<file path="config.mk">
export PLATFORM = sky130hd
export DESIGN_NAME = muldiv_unit
export DESIGN_NICKNAME = d
export VERILOG_FILES = /design/src/rtl/muldiv_unit.sv
export SDC_FILE = /design/constraint.sdc
export NUM_CORES = 1
export LEC_CHECK = 0
export CORE_UTILIZATION = 30
export CTS_CLUSTER_SIZE = 30
export DETAILED_ROUTE_END_ITERATION = 8
export GPL_ROUTABILITY_DRIVEN = 0
export SLEW_MARGIN = 0
export SYNTH_ARGS = -nofsm -noshare
export SYNTH_HDL_FRONTEND = slang
export SYNTH_SLANG_ARGS = --single-unit
</file>
<file path="constraint.sdc">
create_clock -name clk -period 7.5 [get_ports clk]
set_input_delay 1.125 -clock clk [delete_from_list [all_inputs] [get_ports clk]]
set_output_delay 1.125 -clock clk [all_outputs]
set_load 0.02 [all_outputs]
</file>
<file path="src/rtl/muldiv_unit.sv">
// Iterative radix-2 multiply/divide unit feeding one register-file write port.
// One bit per cycle for XLEN cycles; result held until the consumer takes it.
module muldiv_unit #(
   parameter int XLEN    = 64,
   parameter int RADDR_W = 5
) (
   input  logic               clk,
   input  logic               rst_n,
   input  logic               in_valid,
   output logic               in_ready,
   input  logic [1:0]         in_op,
   input  logic [XLEN-1:0]    in_a,
   input  logic [XLEN-1:0]    in_b,
   input  logic [RADDR_W-1:0] in_rd,
   output logic               out_valid,
   input  logic               out_ready,
   output logic [RADDR_W-1:0] out_rd,
   output logic [XLEN-1:0]    out_data
);

   localparam int CNT_W = $clog2(XLEN + 1);
   localparam logic [CNT_W-1:0] LAST_ITER = CNT_W'(XLEN - 1);

   typedef enum logic [1:0] {S_IDLE, S_BUSY, S_DONE} state_t;

   state_t             state_q, state_d;
   logic               in_ready_q, in_ready_d;
   logic               out_valid_q, out_valid_d;
   logic [RADDR_W-1:0] rd_q, rd_d;
   logic [RADDR_W-1:0] out_rd_q, out_rd_d;
   logic [XLEN-1:0]    out_data_q, out_data_d;
   logic [1:0]         op_q, op_d;
   logic [XLEN-1:0]    opnd_q, opnd_d;
   logic [CNT_W-1:0]   cnt_q, cnt_d;
   logic [2*XLEN-1:0]  acc_q, acc_d;

   // Ops 01/10 divide, 00/11 multiply; op[1] selects the upper accumulator half.
   logic              is_div_q, in_is_div;
   logic [XLEN:0]     mul_sum;
   logic [XLEN:0]     div_shift;
   logic [XLEN:0]     div_diff;
   logic              div_ge;
   logic              div_unused;
   logic [2*XLEN-1:0] mul_next, div_next, acc_step;

   assign is_div_q  = op_q[0] ^ op_q[1];
   assign in_is_div = in_op[0] ^ in_op[1];

   // Multiply: {product_hi, multiplier} shifts right, adding the multiplicand on bit 0.
   assign mul_sum  = {1'b0, acc_q[2*XLEN-1:XLEN]} +
                     {1'b0, (acc_q[0] ? opnd_q : {XLEN{1'b0}})};
   assign mul_next = {mul_sum, acc_q[XLEN-1:1]};

   // Divide: {remainder, dividend/quotient} shifts left; restore when the trial goes negative.
   assign div_shift  = acc_q[2*XLEN-1:XLEN-1];
   assign div_diff   = div_shift - {1'b0, opnd_q};
   assign div_ge     = (div_shift >= {1'b0, opnd_q});
   assign div_unused = div_diff[XLEN];
   assign div_next   = {(div_ge ? div_diff[XLEN-1:0] : div_shift[XLEN-1:0]),
                        acc_q[XLEN-2:0], div_ge};

   assign acc_step = is_div_q ? div_next : mul_next;

   always_comb begin
      state_d     = state_q;
      in_ready_d  = in_ready_q;
      out_valid_d = out_valid_q;
      rd_d        = rd_q;
      out_rd_d    = out_rd_q;
      out_data_d  = out_data_q;
      op_d        = op_q;
      opnd_d      = opnd_q;
      cnt_d       = cnt_q;
      acc_d       = acc_q;
      case (state_q)
         S_IDLE: begin
            if (in_valid && in_ready_q) begin
               op_d       = in_op;
               rd_d       = in_rd;
               opnd_d     = in_is_div ? in_b : in_a;
               acc_d      = {{XLEN{1'b0}}, (in_is_div ? in_a : in_b)};
               cnt_d      = '0;
               in_ready_d = 1'b0;
               state_d    = S_BUSY;
            end
         end
         S_BUSY: begin
            acc_d = acc_step;
            cnt_d = cnt_q + 1'b1;
            if (cnt_q == LAST_ITER) begin
               out_valid_d = 1'b1;
               out_rd_d    = rd_q;
               out_data_d  = op_q[1] ? acc_step[2*XLEN-1:XLEN] : acc_step[XLEN-1:0];
               state_d     = S_DONE;
            end
         end
         S_DONE: begin
            if (out_ready) begin
               out_valid_d = 1'b0;
               in_ready_d  = 1'b1;
               state_d     = S_IDLE;
            end
         end
         default: begin
            out_valid_d = 1'b0;
            in_ready_d  = 1'b1;
            state_d     = S_IDLE;
         end
      endcase
   end

   always_ff @(posedge clk or negedge rst_n) begin
      if (!rst_n) begin
         state_q     <= S_IDLE;
         in_ready_q  <= 1'b1;
         out_valid_q <= 1'b0;
         rd_q        <= '0;
         out_rd_q    <= '0;
         out_data_q  <= '0;
         op_q        <= '0;
         opnd_q      <= '0;
         cnt_q       <= '0;
         acc_q       <= '0;
      end else begin
         state_q     <= state_d;
         in_ready_q  <= in_ready_d;
         out_valid_q <= out_valid_d;
         rd_q        <= rd_d;
         out_rd_q    <= out_rd_d;
         out_data_q  <= out_data_d;
         op_q        <= op_d;
         opnd_q      <= opnd_d;
         cnt_q       <= cnt_d;
         acc_q       <= acc_d;
      end
   end

   assign in_ready  = in_ready_q;
   assign out_valid = out_valid_q;
   assign out_rd    = out_rd_q;
   assign out_data  = out_data_q;

endmodule
</file>
* Yosys cells after proc, flatten, opt, wreduce, memory -nomap -nowiden *
Cells that the tools add are included.

storage, ports and cells
  output and inout bits = 71
  input port bits = 139
  word-level logic and storage cells = 53
  register bits = 279

operators by class
  eq/ne operators = 6
  bitwise operators = 4
  magnitude comparators = 1
  add/sub/neg operators = 3
  reduce and logical (&&, ||, !) cells = 9
  multiplexer cells = 20

operator list
  operator                                              count
  2-to-1 mux 64 bit                                     5
  2-to-1 mux 128 bit                                    2
  one-hot mux 128 bit (2 select lines)                  1
  adder 64 x 64 -> 65 bit                               1
  greater-or-equal comparator 65 x 64 -> 1 bit          1
  subtractor 64 bit                                     1
  one-hot mux 7 bit (2 select lines)                    1
  AND reduction 3 bit                                   3
  adder 7 x 1 -> 7 bit (second input constant)          1
  equality test 7 x 6 -> 1 bit (second input constant)  1
  2-to-1 mux 7 bit                                      1
  2-to-1 mux 2 bit                                      3
  inequality test 2 bit (second input constant)         3
  one-hot mux 1 bit (3 select lines)                    2
  one-hot mux 2 bit (3 select lines)                    1
  AND reduction 2 bit                                   3
  2-to-1 mux 1 bit                                      4
  equality test 2 x 1 -> 1 bit (second input constant)  1
  equality test 2 bit (second input constant)           1
  zero test 2 bit                                       1
  inverter 1 bit                                        2
  nonzero test 2 bit                                    1
  XOR 1 bit                                             2
  logical AND 1 bit                                     1

* Longest topological paths before layout *
  word-level depth = 4
  depth in mapped cells = 16

* Worst setup path after synthesis *
No wires, ideal clock.

  kind = reg-to-reg
  start = reg acc_q[0]
  end = reg out_data_q[45], in the netlist out_data[45]
  period minus slack after synthesis = 3.429 ns
  data arrival time = 3.287 ns
  setup time = 0.142 ns
  path slack = 4.071 ns
  stages on the path, launching flop included = 16
  required time = 7.358 ns
  buffers on the path = 1
  cell sequence = dfrtp_1 > clkbuf_1 > and2_1 > ha_1 > inv_1 > fa_1 > nand2b_1 > a21oi_1 > o21ai_0 > a31oi_1 > o211ai_1 > a2111oi_2 > o21ai_0 > xnor2_1 > a2111oi_0 > a211oi_1

between the ends
  longest elaborated chain between the ends = 4

ends and longest elaborated chain
  element                  line  RTL
  from (decl)              35    logic [2*XLEN-1:0] acc_q, acc_d;
  from (signal assigned)   123   acc_q <= '0;
  from (signal assigned)   134   acc_q <= acc_d;
  2-to-1 mux 64 bit        51    {1'b0, (acc_q[0] ? opnd_q : {XLEN{1'b0}})};
  adder 64 x 64 -> 65 bit  50    assign mul_sum = {1'b0, acc_q[2*XLEN-1:XLEN]} +
  2-to-1 mux 128 bit       62    assign acc_step = is_div_q ? div_next : mul_next;
  2-to-1 mux 64 bit        93    out_data_d = op_q[1] ? acc_step[2*XLEN-1:XLEN] : acc_step[XLEN-1:0];
  to (signal assigned)     130   out_data_q <= out_data_d;
  to (decl)                31    logic [XLEN-1:0] out_data_q, out_data_d;

Every way passes these cells.
A chain may end at the register's enable or synchronous reset.

* Final worst setup path *
Ends and elaborated chain as after synthesis.

==> impl_metrics.tcl <==
set metrics [dict create \
    status "finished, final reports clean" \
    ys_top_cells_by_area "dfrtp_1 (29%), nand2_1 (8.1%), a21oi_1 (6.9%), ha_1 (6.8%), mux2i_1 (5.4%)" \
    routed-wl-met2_microns 41300 \
    hold_buffers 0 \
    slew-limit-headroom_pct 36.2 \
    syn_avg_cell_area_sq_um 7.56 \
    antenna_left 0 \
    filler_cell_count 8293 \
    hold_ws_ns 0.463 \
    hold_violations 0 \
    reg2reg_to "out_data[45]" \
    top_layer "met5" \
    cp_slowest_cell "a2111oi_2" \
    cp.depth 14 \
    r2r_cells 14 \
    cp-start-kind "flop" \
    hp-class "in -> async" \
    yosys.area.top_type "dfrtp_1" \
    synth_adder_area_share_pct 6.98 \
    antenna_found_initial 8 \
    setup_viol 0 \
    synth_nets 3405 \
    ir_worst_vdd_uv 244 \
    rsz0062_at_grt "false" \
    critical_path_class "reg -> reg" \
    crit_chain "and2_1 -> ha_1 -> inv_1 -> fa_1 -> nand2b_1 -> a21oi_1 -> o21ai_0 -> a31oi_1 -> o211ai_1 -> a2111oi_2 -> o21ai_0 -> xnor2_1 -> a2111oi_0 -> a211oi_1" \
    htreeDepth 1 \
    synth_xor_area_share_pct 4.03 \
    timing.setup.tns_ns 0 \
    grt_pass1_vias 22900 \
    synth_edf_count 0 \
    insertion_delay_ns 0.61 \
    worstPathRequired_ns 7.96 \
    synth_area_sq_um 23700 \
    drv_cap 0 \
    crit_buf_inv 1 \
    initial_utilization_pct 30.4 \
    drive_gt1_share_pct 3.85 \
    synthMuxAreaShare_pct 5.65 \
    diodes 0 \
    ys_seq_area_share_pct 29.5 \
    synth_top_family_by_area "compound AO/OA/AOI/OAI gates" \
    grt_max_degree 153 \
    cts.clk_slew.worst_paths_ns 0.06 \
    synth_cell_types 88 \
    critPathMaxFanout 10 \
    final_nets 3445 \
    cts_resized 0 \
    syn_inst 3135 \
    drt_wl_total_microns 91400 \
    critPathCaptureType "flop" \
    vias_per_cell 5.75 \
    crit_end "out_data[45]" \
    dieArea_sq_um 80100 \
    post_cts_buffers 0 \
    slew_viol_final 0 \
    ios 210 \
    finalCritPeriodShare_pct 63.8 \
    r2r-start "acc_q[0]" \
    worstMarginPinSlew_ns 0.957 \
    grt_pass1_wl_microns 140000 \
    wl_met3_microns 6600 \
    synth_compound_area_share_pct 27.9 \
    synthFlopType "dfrtp_1" \
    port-buffer-count 209 \
    synthSimpleGateAreaFrac_pct 20.3 \
    numCtsBuffers 31 \
    cts-root-buf "clkbuf_16" \
    first_pass_iters 6 \
    dp_hpwl_microns 69100 \
    synth_top_area_share_pct 29.4 \
    fmax_mhz 209 \
    path_common_cell "o21ai_0" \
    first_iter_violations 2232 \
    route.detailed.drc 0 \
    synth-seq-cells 279 \
    regToRegSetupSlack_ns 2.72 \
    cts_sinks 279 \
    startpoint "acc_q[0]" \
    syn2layout_area_growth_pct 15.9 \
    slowest_delay_ns 0.77 \
    routedLengthMet1_microns 41000 \
    die_x_microns 283 \
    cpLargestDelayFamily "compound AO/OA/AOI/OAI gates" \
    overflow 0 \
    period_needed_ns 4.78 \
    yosysWarnings 0 \
    vias 24400 \
    synthArstFlopShare_pct 100 \
    critPathArrivalTime_ns 5.25 \
    clockBufferDepth 3 \
    routedWlPerCell_microns 21.6 \
    row_count 102 \
    die_h_microns 283 \
    power_density_nw_per_um2 430 \
    cts_tree "built" \
    p_leak_nw 11.7 \
    grtUsageTotal_pct 21.9 \
    skew_ns 0.0199 \
    core_sq_um 77800 \
]
==> sequential cells by signal (all words and copies together) (netlist names) <==
signal     cells
opnd_q        64
out_valid      1
in_ready       1
out_rd         5
cnt_q          7
rd_q           5
state_q        2
op_q           2
out_data      64
acc_q        128
==> layout make-up <==
type                       count  area (sq um)  share of cell area, %
clock buffer                  41           863                   3.14
clock inverter                12           145                  0.528
inverter                     106           398                   1.45
multi-input combinational   2520         15400                   56.2
sequential                   279          6990                   25.4
tap                         1040          1300                   4.74
timing repair buffer         237          2330                   8.49
==> kinds of logic after synthesis <==
logic type,count (synthesis)
AO/OA/AOI/OAI,1072
XOR/XNOR,109
adder cells (fa/ha/maj),131
buffers and inverters,336
flip-flops,279
multiplexers,132
AND/OR/NAND/NOR,1076
==> metal layers <==
metal	global-route usage [%]	up-vias
met2	35.3	989
met4	5.88	12
li1	-	11400
met5	0	-
met3	3.09	148
met1	30.4	11800
==> cell usage after synthesis (26+ instances only) <==
cell type and number:
a22o_1 26, and2_1 73, nor3_1 81, a31oi_1 145, nand4_1 63, dfrtp_1 278, nand2_1 512, o211ai_1 32
a211oi_1 37, ha_1 129, a21oi_1 326, buf_2 31, o21ai_1 47, nor2_1 213, xor2_1 49, mux2i_1 127
clkbuf_1 170, nand3_1 51, a21o_1 38, o21ai_0 243, xnor2_1 60, inv_1 105, o21bai_1 26
==> report_power, final <==
part           internal, mW  total (mW)  switching [mW]
combinational          2.73        7.61            4.88
clock                 0.904        1.59           0.684
sequential             1.93        2.62           0.686
==> cells in the final DEF, fill, tap and decap left out, drive strengths merged, types with 74 or more instances in the layout <==
| cell | n |
|---|---|
| nor2 | 213 |
| and2 | 74 |
| ha | 129 |
| dfrtp | 278 |
| nand2 | 512 |
| a21oi | 328 |
| a31oi | 145 |
| clkdlybuf4s50 | 208 |
| nor3 | 81 |
| inv | 107 |
| o21ai | 290 |
| mux2i | 127 |
==> stage by stage <==
| step | power [mW] | instance area (sq um) | setup slack (ns) | instances | util, % |
|---|---|---|---|---|---|
| 2_1_floorplan | 7.89 | 23700 | 4.07 | 3135 | - |
| 3_3_place_gp | 10.0 | 26500 | 2.92 | 4182 | 34.0 |
| 3_5_place_dp | 10.0 | 26500 | 2.89 | 4182 | 34.0 |
| 4_1_cts | 11.7 | 27500 | 2.84 | 4235 | 35.3 |
| 5_1_grt | 12.6 | 27500 | 2.55 | 4235 | 35.3 |
| 6_report | 11.8 | 27500 | 2.72 | 4235 | 35.3 |
==> how the worst min path moves through the flow <==
stage	start	to	slack [ns]	cells after the start
after floorplan	rd_q[0]	out_rd[0]	0.44	2
after global placement	rd_q[1]	out_rd[1]	0.45	2
after detailed placement	rd_q[1]	out_rd[1]	0.45	2
after CTS	rst_n	acc_q[85]	0.46	1
after global routing	rst_n	cnt_q[1]	0.48	1
final	rst_n	cnt_q[1]	0.46	1
Power figures use the tool's default switching activity.
